$ cat src/rtl/microondas_timer.sv
// Microwave cooking timer: BCD MM:SS keypad entry and a once-per-second countdown.
// Define QUICKSTART_EN to enable quick-start (start at 0000 loads QUICK_SEC, start in RUN adds 30 s).
module microondas_timer #(
  parameter int TICK_DIV  = 50000000,
  parameter int QUICK_SEC = 30
) (
  input  logic       clk,
  input  logic       rst,
  input  logic       key_valid,
  input  logic [3:0] key_code,
  input  logic       start,
  input  logic       stop,
  input  logic       door_open,
  output logic [3:0] display1,
  output logic [3:0] display2,
  output logic [3:0] display3,
  output logic [3:0] display4,
  output logic       magnetron_on,
  output logic       done
);

  localparam int PW = (TICK_DIV > 1) ? $clog2(TICK_DIV) : 1;
  localparam logic [PW-1:0] TICK_LAST = PW'(TICK_DIV - 1);

  typedef enum logic [1:0] {S_IDLE, S_RUN, S_PAUSE, S_DONE} state_t;

  state_t        state, state_next;
  logic [15:0]   time_q, time_next, run_time;  // {min tens, min units, sec tens, sec units}
  logic [PW-1:0] presc, presc_next;
  logic          door_q;
  logic          mag_q, done_q;
  logic          tick;

  // Seconds at 00 borrow a minute and become 59; a seconds-tens digit above 5 simply counts down.
  function automatic logic [15:0] bcd_dec(input logic [15:0] t);
    logic [3:0] s1, s2, m1, m2;
    {m2, m1, s2, s1} = t;
    if (s1 != 4'd0) begin
      s1 = s1 - 4'd1;
    end else if (s2 != 4'd0) begin
      s1 = 4'd9;
      s2 = s2 - 4'd1;
    end else begin
      s1 = 4'd9;
      s2 = 4'd5;
      if (m1 != 4'd0) begin
        m1 = m1 - 4'd1;
      end else begin
        m1 = 4'd9;
        m2 = m2 - 4'd1;
      end
    end
    return {m2, m1, s2, s1};
  endfunction

`ifdef QUICKSTART_EN
  localparam logic [15:0] QUICK_TIME = {8'h00, 4'(QUICK_SEC / 10), 4'(QUICK_SEC % 10)};

  function automatic logic [15:0] bcd_add30_sat(input logic [15:0] t);
    logic [3:0] s1, s2, m1, m2;
    {m2, m1, s2, s1} = t;
    if (s2 < 4'd3) begin
      s2 = s2 + 4'd3;
    end else if (m2 == 4'd9 && m1 == 4'd9) begin
      return 16'h9959;
    end else begin
      s2 = s2 - 4'd3;
      if (m1 == 4'd9) begin
        m1 = 4'd0;
        m2 = m2 + 4'd1;
      end else begin
        m1 = m1 + 4'd1;
      end
    end
    return {m2, m1, s2, s1};
  endfunction
`endif

  assign tick = (presc == TICK_LAST);

  always_ff @(posedge clk or posedge rst) begin
    if (rst) begin
      state  <= S_IDLE;
      time_q <= '0;
      presc  <= '0;
      door_q <= 1'b0;
      mag_q  <= 1'b0;
      done_q <= 1'b0;
    end else begin
      state  <= state_next;
      time_q <= time_next;
      presc  <= presc_next;
      door_q <= door_open;
      mag_q  <= (state_next == S_RUN);
      done_q <= (state_next == S_DONE);
    end
  end

  always_comb begin
    state_next = state;
    time_next  = time_q;
    presc_next = presc;
    run_time   = time_q;
    case (state)
      S_IDLE: begin
        if (stop) begin
          time_next = '0;
        end else if (start) begin
          if (!door_open && time_q != '0) begin
            state_next = S_RUN;
            presc_next = '0;
          end
`ifdef QUICKSTART_EN
          else if (!door_open) begin
            time_next  = QUICK_TIME;
            state_next = S_RUN;
            presc_next = '0;
          end
`endif
        end else if (key_valid && key_code <= 4'd9) begin
          time_next = {time_q[11:0], key_code};
        end
      end
      S_RUN: begin
        if (door_open || stop) begin
          state_next = S_PAUSE;
        end else begin
          presc_next = tick ? '0 : presc + PW'(1);
          if (tick && time_q != '0) run_time = bcd_dec(time_q);
`ifdef QUICKSTART_EN
          if (start) run_time = bcd_add30_sat(run_time);
`endif
          time_next = run_time;
          if (run_time == '0) state_next = S_DONE;
        end
      end
      S_PAUSE: begin
        if (stop) begin
          state_next = S_IDLE;
          time_next  = '0;
        end else if (start && !door_open) begin
          state_next = S_RUN;
          presc_next = '0;
        end
      end
      S_DONE: begin
        time_next = '0;
        if (stop || key_valid || (door_open && !door_q)) state_next = S_IDLE;
      end
      default: state_next = S_IDLE;
    endcase
  end

  always_comb begin
    display1     = time_q[3:0];
    display2     = time_q[7:4];
    display3     = time_q[11:8];
    display4     = time_q[15:12];
    magnetron_on = mag_q;
    done         = done_q;
  end

endmodule

$ cat config.mk
export PLATFORM = sky130hd
export DESIGN_NAME = microondas_timer
export DESIGN_NICKNAME = d
export VERILOG_FILES = /design/src/rtl/microondas_timer.sv
export SDC_FILE = /design/constraint.sdc
export NUM_CORES = 1
export LEC_CHECK = 0
export BUFFER_PORTS_ARGS = -buffer_cell sky130_fd_sc_hd__buf_2
export CAP_MARGIN = 20
export CORE_AREA = 5 5 93 95
export DETAILED_ROUTE_END_ITERATION = 10
export DIE_AREA = 0 0 98 100
export GPL_ROUTABILITY_DRIVEN = 0
export MAX_ROUTING_LAYER = met4
export SLEW_MARGIN = 20
export SYNTH_ARGS = -nofsm -noshare
export SYNTH_HDL_FRONTEND = slang
export SYNTH_SLANG_ARGS = --single-unit
$ cat constraint.sdc
create_clock -name clk -period 4.9 [get_ports clk]
set_input_delay 0.49 -clock clk [delete_from_list [all_inputs] [get_ports clk]]
set_output_delay 0.49 -clock clk [all_outputs]
set_load 0.05 [all_outputs]
## Word-level counts from Yosys, hierarchy flattened

Index checks and enable logic that the tools add are counted.

- Register bits after elaboration: 47
- Bits of input ports: 10
- Output and inout port bits: 18
- Word-level logic and storage cells: 81

- Add/subtract/negate cells: 5
- Order comparisons: 1
- Equal/unequal tests: 15
- Mux-type cells: 35
- Reductions and logical operators: 19

Operators by type and width:

| operator | count |
|---|---|
| two-way mux 26 bit | 7 |
| two-way mux 16 bit | 8 |
| case mux 26 bit (3 select lines) | 1 |
| case mux 16 bit (4 select lines) | 1 |
| two-way mux 4 bit | 9 |
| adder 26 x 1 -> 26 bit, second input constant | 1 |
| == test 26 bit, second input constant | 1 |
| logical NOT 16 bit | 1 |
| two-way mux 2 bit | 8 |
| nonzero test 16 bit | 1 |
| subtractor 4 x 1 -> 4 bit, second input constant | 4 |
| != test 2 bit, second input constant | 7 |
| nonzero test 4 bit | 3 |
| case mux 2 bit (4 select lines) | 1 |
| AND reduction 7 bit | 1 |
| == test 2 bit, second input constant | 3 |
| != test 3 bit, second input constant | 2 |
| logical AND 1 bit | 5 |
| == test 2 x 1 -> 1 bit, second input constant | 2 |
| less-or-equal comparator 4 bit, second input constant | 1 |
| AND reduction 4 bit | 1 |
| logical OR 1 bit | 3 |
| nonzero test 3 bit | 1 |
| logical NOT 1 bit | 2 |
| logical NOT 2 bit | 1 |

## Logic depth before layout (Yosys ltp)

- Depth after elaboration: 12
- Depth in mapped cells: 10

## Least setup slack after synthesis

Ideal clock, no wire load.

- Path type: reg2reg
- Start point: register time_q[0]
- End point: register mag_q, in the netlist magnetron_on
- Data arrival time: 2.788 ns
- Slack: 1.986 ns
- Stages on the path, launching flop included: 9
- Buffers on the path: 2
- Clock period less this slack: 2.914 ns
- Path through: dfrtp_1 buf_6 or4_4 or3_1 buf_2 nor4_1 mux2_2 nand4b_1 nor2b_1

- Cells in the longest elaborated chain, start to end: 10

RTL lines:

| element | line | source |
|---|---|---|
| start, declared | 28 | `logic [15:0] time_q, time_next, run_time;` |
| start signal, assigned | 91 | `time_q <= time_next;` |
| subtractor 4 x 1 -> 4 bit, or another cell as far along | 39 | `s1 = s1 - 4'd1;` |
| two-way mux 4 bit or logical AND 1 bit (tied branches) | 38, 129 |  |
| two-way mux 16 bit | 129 | `if (tick && time_q != '0) run_time = bcd_dec(time_q);` |
| two-way mux 16 bit | 125 | `if (door_open \|\| stop) begin` |
| two-way mux 16 bit | 104 | `case (state)` |
| logical NOT 16 bit | 134 | `if (run_time == '0) state_next = S_DONE;` |
| two-way mux 2 bit | 134 |  |
| two-way mux 2 bit | 125 |  |
| case mux 2 bit (4 select lines) * | 104 |  |
| == test 2 x 1 -> 1 bit * | 94 | `mag_q <= (state_next == S_RUN);` |
| end signal, assigned | 94 |  |
| end, declared | 31 | `logic mag_q, done_q;` |

Every way passes the cells marked *; elsewhere a longest branch is shown, timed or not. The select of a mux whose other input is x is not followed.
A chain may end at the register's enable or synchronous reset.

## Worst setup path after layout

- Start point: register time_q[0]
- End point: register presc[19]

- Cells in the longest elaborated chain, start to end: 4

RTL lines:

| element | line | source |
|---|---|---|
| nonzero test 16 bit | 109 | `if (!door_open && time_q != '0) begin` |
| logical AND 1 bit | 109 |  |
| != test 2 bit (no line) | -- |  |
| AND reduction 7 bit (no line) | -- |  |
| end signal, assigned | 92 | `presc <= presc_next;` |
| end, declared | 29 | `logic [PW-1:0] presc, presc_next;` |

Every way passes these cells.

==> results.toml <==
[outcome]
status = "completed"

[yosys]
ys_warn_count = 0
synth_area_leader_cell = "dfrtp_1"
synth.avg_cell_area_um2 = 8.57
synth_cell_type_count = 56
synth_top_area_share = 0.391
ys_seq_area_frac = 0.391
ys_seq_elements = 47
synth_flop_cell = "dfrtp_1"
syn-cell-area_um2 = 3010
async_flop_share = 1.00
synth-edff-count = 0
synth_area_leaders = "dfrtp_1 39%, nor2_1 4.7%, o21ai_0 4.3%"
syn-num-nets = 364
syn_inst = 351

[timing]
hold_ws_ns = 0.314
drv_slew = 0
relSlewSlack = 0.404
finalHoldViolations = 0
worstMarginPinSlew_ns = 0.891
rsz0062_at_grt = "no"
setup-tns-final_ns = 0
period_minus_slack_ns = 3.20
clock_skew_ns = 0.00750
max_freq_mhz = 312
finalCritPeriodShare = 0.653
setup_violations = 0

[worst_setup_path]
startpoint_type = "flop"
path_delay_family = "simple AND/OR/NAND/NOR gates"
cp_max_fo = 11
worstPathRequired_ns = 5.06
crit_arrival_ns = 3.37
cpMaxStageDelayCell = "o211ai_1"
end_kind = "flop"
cpPeakStageDelay_ns = 0.67
crit_cells = 6
worstPathCellList = "or4_4 > or3_1 > o311a_1 > o211ai_1 > or4b_2 > a21oi_1"
critical_path_class = "reg2reg"
ff2ff_path_depth = 6
cp_num_buf_inv = 0

[cts]
cts.sinks = 47
cts_buffer_depth = 2
postCtsSetupRepairBufs = 0
cts_made_buffers = 5
clkSlewWorstSetupHoldPaths_ns = 0.09
htreeDepth = 2
clock_latency_ns = 0.31
holdBufCountCts = 0
cts_tree = "yes"
cts_resized = 0
cts_root_buf = "clkbuf_8"

[drt]
drt-initial-drc-count = 206
first_pass_iters = 5
postRouteAntennaNets = 0
vias_per_cell = 5.90
drc = 0
routed_wl_um = 7950
vias = 2774
wl_per_cell_um = 16.9

[finish]
diodes = 0
drive_above_1_share = 0.130
fin_nets = 381
fin_util = 0.430
final_common_cell = "dfrtp_1"
num-fill-cells = 770
syn2layout_area_growth_pct = 9.40
layout_common_cells = "47 x dfrtp_1, 37 x nor2_1, 27 x buf_2"

[power_and_ir_drop]
pwr_density_cell_nw_per_um2 = 328
ir_drop_mv = 0.103
p_leak_nw = 1.34
total_power_mw = 1.08

[global_routing]
grtUsageTotal = 0.173
grt_pass1_wl_um = 13700
grt_start_max_net_pins = 48
overflow = 0
antenna_found_initial = 0
grt_pass1_vias = 2625

[floorplanning]
num_rows = 32
io_pins = 28
start_util = 0.393
core-area_um2 = 7650
fp.dieH_um = 100
dieWidth_um = 98
die_area_um2 = 9800

[placement]
portBuffers = 27
dpl.hpwl_um = 5600

[hold_path]
hold_path_class = "in2async"

[run]
drv_cap = 0
[worst register-to-register path, cell delays in order, from the launching register on]
cell and delay [ns]:
dfrtp_1 0.47, or4_4 0.59, or3_1 0.47, o311a_1 0.54, o211ai_1 0.68, or4b_2 0.25
a21oi_1 0.06
[power by group]
| group | leakage, nW | switching (mW) | total (mW) | internal, mW |
|---|---|---|---|---|
| registers | 0.641 | 0.0537 | 0.473 | 0.420 |
| logic | 0.645 | 0.226 | 0.320 | 0.0933 |
| clock network | 0.0513 | 0.138 | 0.288 | 0.150 |
[logic make-up (layout without fill, tap and decap cells)]
| family | after synthesis | in the layout | share of synthesized area |
|---|---|---|---|
| AO/OA/AOI/OAI | 106 | 106 | 0.229 |
| XOR/XNOR | 9 | 9 | 0.0262 |
| adder cells (fa/ha/maj) | 4 | 4 | 0.0158 |
| buffers and inverters | 33 | 50 | 0.0524 |
| flip-flops | 47 | 47 | 0.391 |
| multiplexers | 6 | 6 | 0.0208 |
| AND/OR/NAND/NOR | 146 | 146 | 0.265 |
[synthesized netlist by cell type, drive strengths merged, types with 8 or more instances]
cell type	n
o21ai	37
dfrtp	47
nor3	11
a21oi	18
nand2	22
nand3	17
buf	8
o211ai	9
nor2	38
inv	13
clkbuf	12
[metrics by stage]
stage | instance area (µm²) | instances | setup slack [ns]
after floorplan | 3010 | 351 | 1.99
after global placement | 3180 | 463 | 1.75
after detailed placement | 3180 | 463 | 1.66
after CTS | 3290 | 470 | 1.65
after global routing | 3290 | 470 | 1.49
final | 3290 | 470 | 1.70
[cell type report]
cell class              count  area [µm²]  area share
multi-input cells         271        1680       0.509
flip-flops and latches     47        1180       0.358
repair buffers             30         158      0.0479
well taps                 102         128      0.0388
clock buffers               6        72.6      0.0221
inverters                  13        50.0      0.0152
clock inverters             1        30.0     0.00913
[state kept, by name, indices dropped and copies added, names as in the netlist]
name          flops
time_q           16
done              1
magnetron_on      1
presc            26
door_q            1
state             2
[routing by layer]
metal / share of wire / vias to the layer above / wire (µm) / GRT usage
li1: - / 1352 / - / -
met1: 0.51 / 1359 / 4020 / 0.251
met2: 0.45 / 54 / 3590 / 0.258
met3: 0.034 / 9 / 274 / 0.0222
met4: 0.0079 / 0 / 63 / 0.0437
met5: 0 / - / 0 / -
[final timing paths]
check,from,to,slack [ns]
min in group clk,door_open,door_q$_DFF_PP0_,0.33
worst min-delay path,rst,presc[1]$_DFFE_PP0P_,0.31
worst max register to register,time_q[0]$_DFFE_PP0P_,presc[19]$_DFFE_PP0P_,1.70
worst max-delay path,time_q[0]$_DFFE_PP0P_,presc[19]$_DFFE_PP0P_,1.70
max in group asynchronous,rst,time_q[4]$_DFFE_PP0P_,4.08
worst min register to register,presc[6]$_DFFE_PP0P_,presc[6]$_DFFE_PP0P_,0.51
Note: power is estimated with default switching activity, not from simulation.
